==> src/rtl/life_seq_ctrl_if.sv <==
// rtl/life_seq_ctrl_if.sv - button/value inputs and draw handshake bundle for life_seq_ctrl
// GEN_LIMIT_EN adds gen_limit and limit_hit.
interface life_seq_ctrl_if #(
  parameter int NUM_FIELDS = 2,
  parameter int FIELD_W    = 8,
  parameter int GEN_W      = 16
);
  localparam int IDX_W = ($clog2(NUM_FIELDS) < 1) ? 1 : $clog2(NUM_FIELDS);

  logic                          set;
  logic                          go;
  logic                          stop;
  logic                          step_mode;
  logic [FIELD_W-1:0]            val_in;
  logic                          draw_done;
  logic [NUM_FIELDS*FIELD_W-1:0] fields;
  logic [NUM_FIELDS-1:0]         ld_field;
  logic [IDX_W-1:0]              field_idx;
  logic                          draw_req;
  logic [GEN_W-1:0]              gen_count;
  logic [2:0]                    current_state;
`ifdef GEN_LIMIT_EN
  logic [GEN_W-1:0]              gen_limit;
  logic                          limit_hit;

  modport master (
    output set, go, stop, step_mode, val_in, draw_done, gen_limit,
    input  fields, ld_field, field_idx, draw_req, gen_count, current_state, limit_hit
  );
  modport slave (
    input  set, go, stop, step_mode, val_in, draw_done, gen_limit,
    output fields, ld_field, field_idx, draw_req, gen_count, current_state, limit_hit
  );
`else
  modport master (
    output set, go, stop, step_mode, val_in, draw_done,
    input  fields, ld_field, field_idx, draw_req, gen_count, current_state
  );
  modport slave (
    input  set, go, stop, step_mode, val_in, draw_done,
    output fields, ld_field, field_idx, draw_req, gen_count, current_state
  );
`endif
endinterface

==> src/rtl/life_seq_ctrl.sv <==
// rtl/life_seq_ctrl.sv - field loader and generation sequencer for the life simulator
// Optional generation limit enabled by GEN_LIMIT_EN.
module life_seq_ctrl #(
  parameter int NUM_FIELDS = 2,
  parameter int FIELD_W    = 8,
  parameter int GEN_W      = 16
) (
  input  logic          clock_i,
  input  logic          reset_i,
  life_seq_ctrl_if.slave bus
);
  localparam int IDX_W = ($clog2(NUM_FIELDS) < 1) ? 1 : $clog2(NUM_FIELDS);

  typedef enum logic [2:0] {
    S_IDLE      = 3'd0,
    S_LOAD_WAIT = 3'd1,
    S_ARMED     = 3'd2,
    S_DRAW      = 3'd3,
    S_GAP       = 3'd4,
    S_PAUSED    = 3'd5
  } state_e;

  state_e                        state_q, state_d;
  logic [NUM_FIELDS*FIELD_W-1:0] fields_q, fields_d;
  logic [NUM_FIELDS-1:0]         ld_field_q, ld_field_d;
  logic [IDX_W-1:0]              idx_q, idx_d;
  logic [GEN_W-1:0]              gen_q, gen_d;
  logic                          stop_pend_q, stop_pend_d;
  logic                          limit_hit_q, limit_hit_d;
  logic                          set_q, go_q, stop_q;
  logic                          set_rise, go_rise, stop_rise, limit_reached;
  logic                          capture;
  logic [IDX_W-1:0]              cap_idx;

  assign set_rise  = bus.set  & ~set_q;
  assign go_rise   = bus.go   & ~go_q;
  assign stop_rise = bus.stop & ~stop_q;

`ifdef GEN_LIMIT_EN
  assign limit_reached = (bus.gen_limit != '0) && (gen_q == bus.gen_limit);
`else
  assign limit_reached = 1'b0;
`endif

  always_ff @(posedge clock_i) begin
    if (reset_i) begin
      state_q     <= S_IDLE;
      fields_q    <= '0;
      ld_field_q  <= '0;
      idx_q       <= '0;
      gen_q       <= '0;
      stop_pend_q <= 1'b0;
      limit_hit_q <= 1'b0;
      set_q       <= 1'b0;
      go_q        <= 1'b0;
      stop_q      <= 1'b0;
    end else begin
      state_q     <= state_d;
      fields_q    <= fields_d;
      ld_field_q  <= ld_field_d;
      idx_q       <= idx_d;
      gen_q       <= gen_d;
      stop_pend_q <= stop_pend_d;
      limit_hit_q <= limit_hit_d;
      set_q       <= bus.set;
      go_q        <= bus.go;
      stop_q      <= bus.stop;
    end
  end

  always_comb begin
    state_d     = state_q;
    fields_d    = fields_q;
    ld_field_d  = '0;
    idx_d       = idx_q;
    gen_d       = gen_q;
    stop_pend_d = stop_pend_q;
    limit_hit_d = limit_hit_q;
    capture     = 1'b0;
    cap_idx     = '0;
    if (go_rise || set_rise) limit_hit_d = 1'b0;
    case (state_q)
      S_IDLE, S_ARMED, S_PAUSED: begin
        if (set_rise) begin
          // Any set edge outside a run (re)starts the load from field 0.
          capture = 1'b1;
          idx_d   = IDX_W'(1);
          gen_d   = '0;
          state_d = S_LOAD_WAIT;
        end else if (go_rise && state_q != S_IDLE && !(state_q == S_PAUSED && stop_rise)) begin
          state_d = S_DRAW;
        end
      end
      S_LOAD_WAIT: begin
        if (set_rise) begin
          capture = 1'b1;
          cap_idx = idx_q;
          if (idx_q == IDX_W'(NUM_FIELDS - 1)) begin
            idx_d   = '0;
            state_d = S_ARMED;
          end else begin
            idx_d = idx_q + IDX_W'(1);
          end
        end
      end
      S_DRAW: begin
        if (stop_rise) stop_pend_d = 1'b1;
        if (bus.draw_done) begin
          gen_d   = gen_q + GEN_W'(1);
          state_d = S_GAP;
        end
      end
      S_GAP: begin
        // The GAP exit either pauses (consuming the pending stop) or re-requests.
        stop_pend_d = 1'b0;
        if (limit_reached) limit_hit_d = 1'b1;
        if (stop_pend_q || stop_rise || bus.step_mode || limit_reached) state_d = S_PAUSED;
        else state_d = S_DRAW;
      end
      default: state_d = S_IDLE;
    endcase
    if (capture) begin
      fields_d[cap_idx*FIELD_W +: FIELD_W] = bus.val_in;
      ld_field_d[cap_idx]                  = 1'b1;
    end
  end

  always_comb begin
    bus.fields        = fields_q;
    bus.ld_field      = ld_field_q;
    bus.field_idx     = idx_q;
    bus.draw_req      = (state_q == S_DRAW);
    bus.gen_count     = gen_q;
    bus.current_state = state_q;
`ifdef GEN_LIMIT_EN
    bus.limit_hit     = limit_hit_q;
`endif
  end
endmodule

==> src/flat_wrapper.sv <==
// flat-port wrapper written by rule: the top's interface ports become plain ports
module life_seq_ctrl_flat 
#(
  parameter int NUM_FIELDS = 2,
  parameter int FIELD_W    = 8,
  parameter int GEN_W      = 16
)
  (clock_i, reset_i, bus_set, bus_go, bus_stop, bus_step_mode, bus_val_in, bus_draw_done, bus_fields, bus_ld_field, bus_field_idx, bus_draw_req, bus_gen_count, bus_current_state);
  life_seq_ctrl_if #(.NUM_FIELDS(NUM_FIELDS), .FIELD_W(FIELD_W), .GEN_W(GEN_W)) bus_i ();
  input  logic clock_i;
  input  logic reset_i;
  input wire logic [$bits(bus_i.set)-1:0] bus_set;
  input wire logic [$bits(bus_i.go)-1:0] bus_go;
  input wire logic [$bits(bus_i.stop)-1:0] bus_stop;
  input wire logic [$bits(bus_i.step_mode)-1:0] bus_step_mode;
  input wire logic [$bits(bus_i.val_in)-1:0] bus_val_in;
  input wire logic [$bits(bus_i.draw_done)-1:0] bus_draw_done;
  output wire logic [$bits(bus_i.fields)-1:0] bus_fields;
  output wire logic [$bits(bus_i.ld_field)-1:0] bus_ld_field;
  output wire logic [$bits(bus_i.field_idx)-1:0] bus_field_idx;
  output wire logic [$bits(bus_i.draw_req)-1:0] bus_draw_req;
  output wire logic [$bits(bus_i.gen_count)-1:0] bus_gen_count;
  output wire logic [$bits(bus_i.current_state)-1:0] bus_current_state;
  assign bus_i.set = bus_set;
  assign bus_i.go = bus_go;
  assign bus_i.stop = bus_stop;
  assign bus_i.step_mode = bus_step_mode;
  assign bus_i.val_in = bus_val_in;
  assign bus_i.draw_done = bus_draw_done;
  assign bus_fields = bus_i.fields;
  assign bus_ld_field = bus_i.ld_field;
  assign bus_field_idx = bus_i.field_idx;
  assign bus_draw_req = bus_i.draw_req;
  assign bus_gen_count = bus_i.gen_count;
  assign bus_current_state = bus_i.current_state;
  life_seq_ctrl #(.NUM_FIELDS(NUM_FIELDS), .FIELD_W(FIELD_W), .GEN_W(GEN_W)) u_core (.clock_i(clock_i), .reset_i(reset_i), .bus(bus_i));
endmodule
==> config.mk <==
export PLATFORM = sky130hd
export DESIGN_NAME = life_seq_ctrl_flat
export DESIGN_NICKNAME = d
export VERILOG_FILES = /design/src/rtl/life_seq_ctrl_if.sv /design/src/rtl/life_seq_ctrl.sv /design/src/flat_wrapper.sv
export SDC_FILE = /design/constraint.sdc
export NUM_CORES = 1
export LEC_CHECK = 0
export CAP_MARGIN = 25
export CORE_AREA = 8 8 60 74
export DETAILED_ROUTE_END_ITERATION = 6
export DIE_AREA = 0 0 68 82
export DONT_BUFFER_PORTS = 1
export GPL_TIMING_DRIVEN = 0
export PLACE_DENSITY = 0.73
export SETUP_SLACK_MARGIN = 0.05
export SLEW_MARGIN = 20
export SYNTH_ARGS = -nofsm -noshare
export SYNTH_HDL_FRONTEND = slang
export SYNTH_SLANG_ARGS = --single-unit
==> constraint.sdc <==
create_clock -name clock_i -period 2.8 [get_ports clock_i]
set_input_delay 0.84 -clock clock_i [delete_from_list [all_inputs] [get_ports clock_i]]
set_output_delay 0.84 -clock clock_i [all_outputs]
set_load 0.01 [all_outputs]
==> results.sh <==
export IMPL_grt_usage=0.1745
export IMPL_drv_cap=0
export IMPL_drc=0
export IMPL_critPathRequiredTime_ns=1.96
export IMPL_status="finished clean"
export IMPL_wl_um=4902
export IMPL_nets=236
export IMPL_rsz0062_at_grt="false"
export IMPL_synth_area_leader_cell="dfxtp_1"
export IMPL_yosysSeqAreaShare=0.4456
export IMPL_gp_congestion=0.8801
export IMPL_worstMarginPinSlew_ns=0.6774
export IMPL_finish_utilization=0.6105
export IMPL_syn_area_um2=1887
export IMPL_antenna_cells=0
export IMPL_numCtsBuffers=5
export IMPL_dpl_hpwl_um=3589
export IMPL_crit_path_start_kind="flip-flop"
export IMPL_slowest_stage="dfxtp_1"
export IMPL_grt_pass1_vias=1677
export IMPL_timing_hold_violations_final=0
export IMPL_cp_max_fo=8
export IMPL_drt_iter0_drc=130
export IMPL_die_h_um=82
export IMPL_postCtsSetupBuffers=0
export IMPL_htreeDepth=2
export IMPL_period_needed_ns=2.253
export IMPL_drt_first_pass_iters=4
export IMPL_slew_headroom=0.5484
export IMPL_core_um2=3363
export IMPL_drv_slew=0
export IMPL_cp_end_kind="output port"
export IMPL_cts_resized=0
export IMPL_avgViaCountPerCell=6.615
export IMPL_place_area_um2=1936
export IMPL_start_util=0.5610
export IMPL_leakagePower_uw=0.0006841
export IMPL_path_clk_slew_ns=0.09
export IMPL_netlist_area_leader_share=0.4456
export IMPL_grt_pass1_wl_um=7734
export IMPL_critPathKind="reg2out"
export IMPL_netlist_top_cells_area="dfxtp_1 45%, a21oi_1 7.2%, mux2i_1 4.2%"
export IMPL_num_fill_cells=313
export IMPL_crit_chain="inv_1 -> nor3_1"
export IMPL_path_buf_inv=1
export IMPL_route_vias_total=1720
export IMPL_cts_sinks=42
export IMPL_critPathMaxStageDelay_ns=0.56
export IMPL_clk_path_buf_depth=2
export IMPL_tns_ns=0
export IMPL_ys_ff_latch=42
export IMPL_top_level_ports=54
export IMPL_cts_hold_fix_buffers=0
export IMPL_peakVddDrop_v=0.0004438
export IMPL_finalHoldWorstSlack_ns=0.5418
export IMPL_syn_nets=229
export IMPL_yosys_top_cells_count="42 x dfxtp_1, 27 x a21oi_1, 16 x o21ai_0"
export IMPL_synth_edf_count=0
export IMPL_yosysWarnings=0
export IMPL_worstPathArrival_ns=1.41
export IMPL_place_port_buffers=0
export IMPL_min_path_type="reg2reg"
export IMPL_ant_nets=0
export IMPL_cts_tree="done"
export IMPL_synth_most_common_cell="dfxtp_1"
export IMPL_synth_top_flop_cell="dfxtp_1"
export IMPL_antenna_found_initial=0
export IMPL_grt_max_degree=16
export IMPL_crit_family="flip-flops"
export IMPL_die_w_um=68
export IMPL_fin_crit_sh=0.8047
export IMPL_finClkSkew_ns=0.009050
export IMPL_power_density_nw_per_um2=611.9
export IMPL_root_buffer="clkbuf_8"
export IMPL_clk_latency_ns=0.30
export IMPL_max_freq_mhz=443.8
export IMPL_p_total_uw=1256
export IMPL_syn_instance_count=213
export IMPL_std_cell_rows=24
export IMPL_yosysUniqueCellTypes=41
export IMPL_globalRouteOverflowTotal=0
export IMPL_dieArea_um2=5576
export IMPL_avgSynthCellArea_um2=8.858
export IMPL_async_flop_share=0
export IMPL_final_area_um2=2053
export IMPL_setup_viol=0
export IMPL_area_growth_pct=8.820
export IMPL_drive_above_1_share=0.07240
export IMPL_avgRoutedWirePerCell_um=18.85
## layer usage
metal | global-route usage | vias up | wire length, um
met5 | 0 | - | 0
met4 | 0.04928 | 0 | 44
met3 | 0.08049 | 8 | 496
met2 | 0.3104 | 80 | 2494
met1 | 0.1774 | 817 | 1866
li1 | - | 815 | -
## area by class of cell
type	instances	area, um^2	share of cell area
clock buffer	5	68.82	0.03352
multi-input combinational	155	970.9	0.4729
buffer	11	56.30	0.02742
tap	39	48.80	0.02377
inverter	5	18.77	0.009141
sequential	42	840.8	0.4095
clock inverter	3	48.80	0.02377
## through the flow
stage	worst slack, ns	std cells
after global placement	0.6438	252
after global routing	0.4721	260
after CTS	0.5308	260
final	0.5469	260
after detailed placement	0.5914	252
after floorplan	0.7503	213
## worst paths after layout
check,start,to,slack (ns),cells past startpoint
setup / recovery,u_core.bus.current_state[0]$_SDFFE_PP0P_,bus_draw_req,0.55,2
hold / removal,u_core.bus.fields[0]$_SDFFE_PP0P_,u_core.bus.fields[0]$_SDFFE_PP0P_,0.54,2
setup reg to reg,u_core.bus.gen_count[3]$_SDFFE_PP0P_,u_core.bus.gen_count[14]$_SDFFE_PP0P_,0.95,4
hold reg to reg,u_core.bus.fields[0]$_SDFFE_PP0P_,u_core.bus.fields[0]$_SDFFE_PP0P_,0.54,2
## cell usage in the layout, fill, tap and decap left out, types with 4 or more instances in the layout
| cell | count |
|---|---|
| or4_1 | 9 |
| mux2i_1 | 8 |
| clkbuf_1 | 6 |
| dfxtp_1 | 42 |
| o21ai_0 | 16 |
| nand4_1 | 4 |
| nand2_1 | 7 |
| o31ai_1 | 8 |
| nor2b_1 | 6 |
| nand3_1 | 14 |
| inv_1 | 5 |
| a21oi_1 | 27 |
| clkbuf_8 | 5 |
| nor2_1 | 15 |
| or3_1 | 4 |
## worst register-to-register path: stages (launching register included)
cell and delay [ns]:
dfxtp_1 0.49, and4_1 0.33, nand3_1 0.25, or4_1 0.54, a21oi_1 0.16
## sequential cells by signal, summed over array words and instances (netlist names)
register	cells
u_core.bus.current_state	3
u_core.set_q	1
u_core.stop_pend_q	1
u_core.bus.fields	16
u_core.go_q	1
u_core.stop_q	1
u_core.bus.gen_count	16
u_core.bus.field_idx	1
u_core.bus.ld_field	2
## logic make-up (layout without fill, tap and decap cells)
logic type                 count (synthesis)  count (layout)  share of synthesized area
muxes                                      8               8                    0.04244
DFF                                       42              42                     0.4456
adders and majority gates                  1               1                   0.006630
buffers and inverters                     16              24                    0.03979
AOI/OAI and AO/OA                         70              70                     0.2275
and+or+nand+nor                           76              76                     0.2381
## where the power goes
group,internal (uW),leakage [uW],switching (uW)
logic,39.8,0.000286,74.2
clock network,272,0.0000563,230
registers,615,0.000341,25.3
Power figures use the tool's default switching activity.
==> variant: new RTL, config.mk and constraints unchanged <==
`FIELD_W` is set to 8 in 3 places; all go to 10.
--- a/src/rtl/life_seq_ctrl_if.sv
+++ b/src/rtl/life_seq_ctrl_if.sv
@@ -2,7 +2,7 @@
 // GEN_LIMIT_EN adds gen_limit and limit_hit.
 interface life_seq_ctrl_if #(
   parameter int NUM_FIELDS = 2,
-  parameter int FIELD_W    = 8,
+  parameter int FIELD_W    = 10,
   parameter int GEN_W      = 16
 );
   localparam int IDX_W = ($clog2(NUM_FIELDS) < 1) ? 1 : $clog2(NUM_FIELDS);
--- a/src/rtl/life_seq_ctrl.sv
+++ b/src/rtl/life_seq_ctrl.sv
@@ -2,7 +2,7 @@
 // Optional generation limit enabled by GEN_LIMIT_EN.
 module life_seq_ctrl #(
   parameter int NUM_FIELDS = 2,
-  parameter int FIELD_W    = 8,
+  parameter int FIELD_W    = 10,
   parameter int GEN_W      = 16
 ) (
   input  logic          clock_i,
--- a/src/flat_wrapper.sv
+++ b/src/flat_wrapper.sv
@@ -2,7 +2,7 @@
 module life_seq_ctrl_flat 
 #(
   parameter int NUM_FIELDS = 2,
-  parameter int FIELD_W    = 8,
+  parameter int FIELD_W    = 10,
   parameter int GEN_W      = 16
 )
   (clock_i, reset_i, bus_set, bus_go, bus_stop, bus_step_mode, bus_val_in, bus_draw_done, bus_fields, bus_ld_field, bus_field_idx, bus_draw_req, bus_gen_count, bus_current_state);
Ports: changed (resized bus_fields and bus_val_in); port bits go from 54 to 60. No check against the original RTL was run, so the function may have changed too.
==> variant against the original RTL <==
  * Routed wire length grew 13%
  * Worst setup slack lost 140 ps
  * Power grew 3.1%
  * Critical path depth grew 1
  * Largest cell class unchanged
  * Sequential cell count grew 4
  * Final area grew 13%
  * Synthesized area grew 16%
==> variant: results (changes against the original RTL) <==
** Placed design
- The HPWL reported at the end of detailed placement was 4.13 mm (was 3.59 mm).
- The routability-driven placement congestion ratio was 0.860 (was 0.880).
- Worst setup slack before clock tree synthesis :: 603 ps (was 591 ps)
- The cell area reported after detailed placement is 2240 um^2 (was 1940 um^2).
- The number of port buffers came to 0 (unchanged).

** Critical path
- Start of the worst register-to-register path :: u_core.bus.current_state[0] (was u_core.bus.gen_count[3])
- R2r endpoint :: u_core.bus.gen_count[14] (unchanged)
- Worst Reg-to-Reg Cells :: 6 (was 4)
- The largest stage delay on the critical path came to 510 ps (was 560 ps).
- Worst setup path start :: u_core.bus.current_state[1] (was u_core.bus.current_state[0])
- The maximum fanout along the worst path came to 10 (was 8).
- The data arrival at the endpoint of the critical path was 1550 ps (was 1410 ps).
- Worst Setup EP :: bus_draw_req (unchanged)
- Kind of cell adding the most delay to the critical path :: buffers and inverters (was flip-flops)

** Power and ir drop
- The reported leakage power is 0.858 nW (was 0.684 nW).
- Internal power :: 916 uW (was 926 uW)
- The power dissipated in combinational cells came to 179 uW (was 114 uW).
- The maximum VDD drop was 0.000384 V (was 0.000444 V).
- The portion of total power attributed to the clock network came to 0.310 (was 0.400).

** Worst hold path
- The critical hold path startpoint is u_core.bus.fields[9] (was u_core.bus.fields[0]).
- Type of the tightest min-delay check :: reg -> reg (unchanged)
- Cell depth of the worst min-delay path :: 2 (unchanged)
- Hold path endpoint :: u_core.bus.fields[9] (was u_core.bus.fields[0])

** CTS
- Clock buffers created by TritonCTS :: 5 (unchanged)
- The clock latency on the worst-skew pair was 300 ps (about the same).
- After clock tree synthesis, the clock-pin slew on the worst setup and hold paths is around 80 ps.
- H-Tree Depth :: 2 (unchanged)

** Final layout
- The net total in the final layout came to 279 (was 236).
- The proportion of layout cells with a drive suffix above 1 was 0.0687 (was 0.0724).

** Global routing
- The global-route usage over all layers is 0.205 (was 0.175).
- First-pass GRT wire length :: 8.85 mm (was 7.73 mm)
- The remaining global-route overflow came to 0 (unchanged).
- The pin count of the biggest net entering global routing is 15 (was 16).
- Via count of the first global-routing pass :: 1811 (was 1677)
- The number of antenna violations at the first check in global routing is 0 (unchanged).

** Outcome
- Status :: completed (unchanged)

** Timing
- The clock skew was 8.23 ps (was 9.05 ps).
- Worst Max-Slew Pin Slew :: 857 ps (was 677 ps)
- The smallest setup slack after layout was 408 ps (was 547 ps).

** Yosys
- The count of different cell masters after synthesis is 43 (was 41).
- Synth warn :: 0 (unchanged)
- Leading post-synthesis cells by cell area: dfxtp_1, mux2i_1, nand3_1 (was dfxtp_1, a21oi_1, mux2i_1).
- Net Count, Synth :: 272 (was 229)
- Top cell types by occurrence after synthesis: dfxtp_1, nand3_1, a21oi_1 (was dfxtp_1, a21oi_1, o21ai_0).
- Share of synthesized area occupied by flip-flops and latches :: 0.421 (was 0.446)

** Routing
- The number of search-and-repair iterations in the first detailed-routing pass is 4 (unchanged).
- Iter 0 DRT Violations :: 178 (was 130)
- The final wirelength is 5.56 mm (was 4.90 mm).
- The via count normalized by instance count came to 6.30 (was 6.62).
==> variant: kinds of logic after synthesis <==
logic type                 synth area share
muxes                                 0.101
and+or+nand+nor                       0.247
DFF                                   0.421
adders and majority gates           0.00571
AOI/OAI and AO/OA                     0.178
buffers and inverters                0.0474
==> variant: metrics by stage <==
stage / total power [mW] / instances / hold slack, ps
after floorplan: 0.861 / 254 / 498
after global placement: 0.907 / 293 / 520
after detailed placement: 0.909 / 293 / 522
after CTS: 1.30 / 301 / 537
after global routing: 1.35 / 301 / 557
final: 1.30 / 301 / 532
==> variant: area by class of cell <==
cell class | instances | area (um^2)
fillers | 301 | 1040
clock buffers | 6 | 72.6
multi-input cells | 183 | 1160
clock inverters | 2 | 13.8
flip-flops and latches | 46 | 921
inverters | 7 | 26.3
well taps | 39 | 48.8
plain buffers | 18 | 77.6
==> variant: routing by layer <==
metal	GRT usage	part of all wire
met3	0.0696	0.086
met1	0.233	0.39
met2	0.344	0.51
met4	0.0760	0.018
met5	0	0
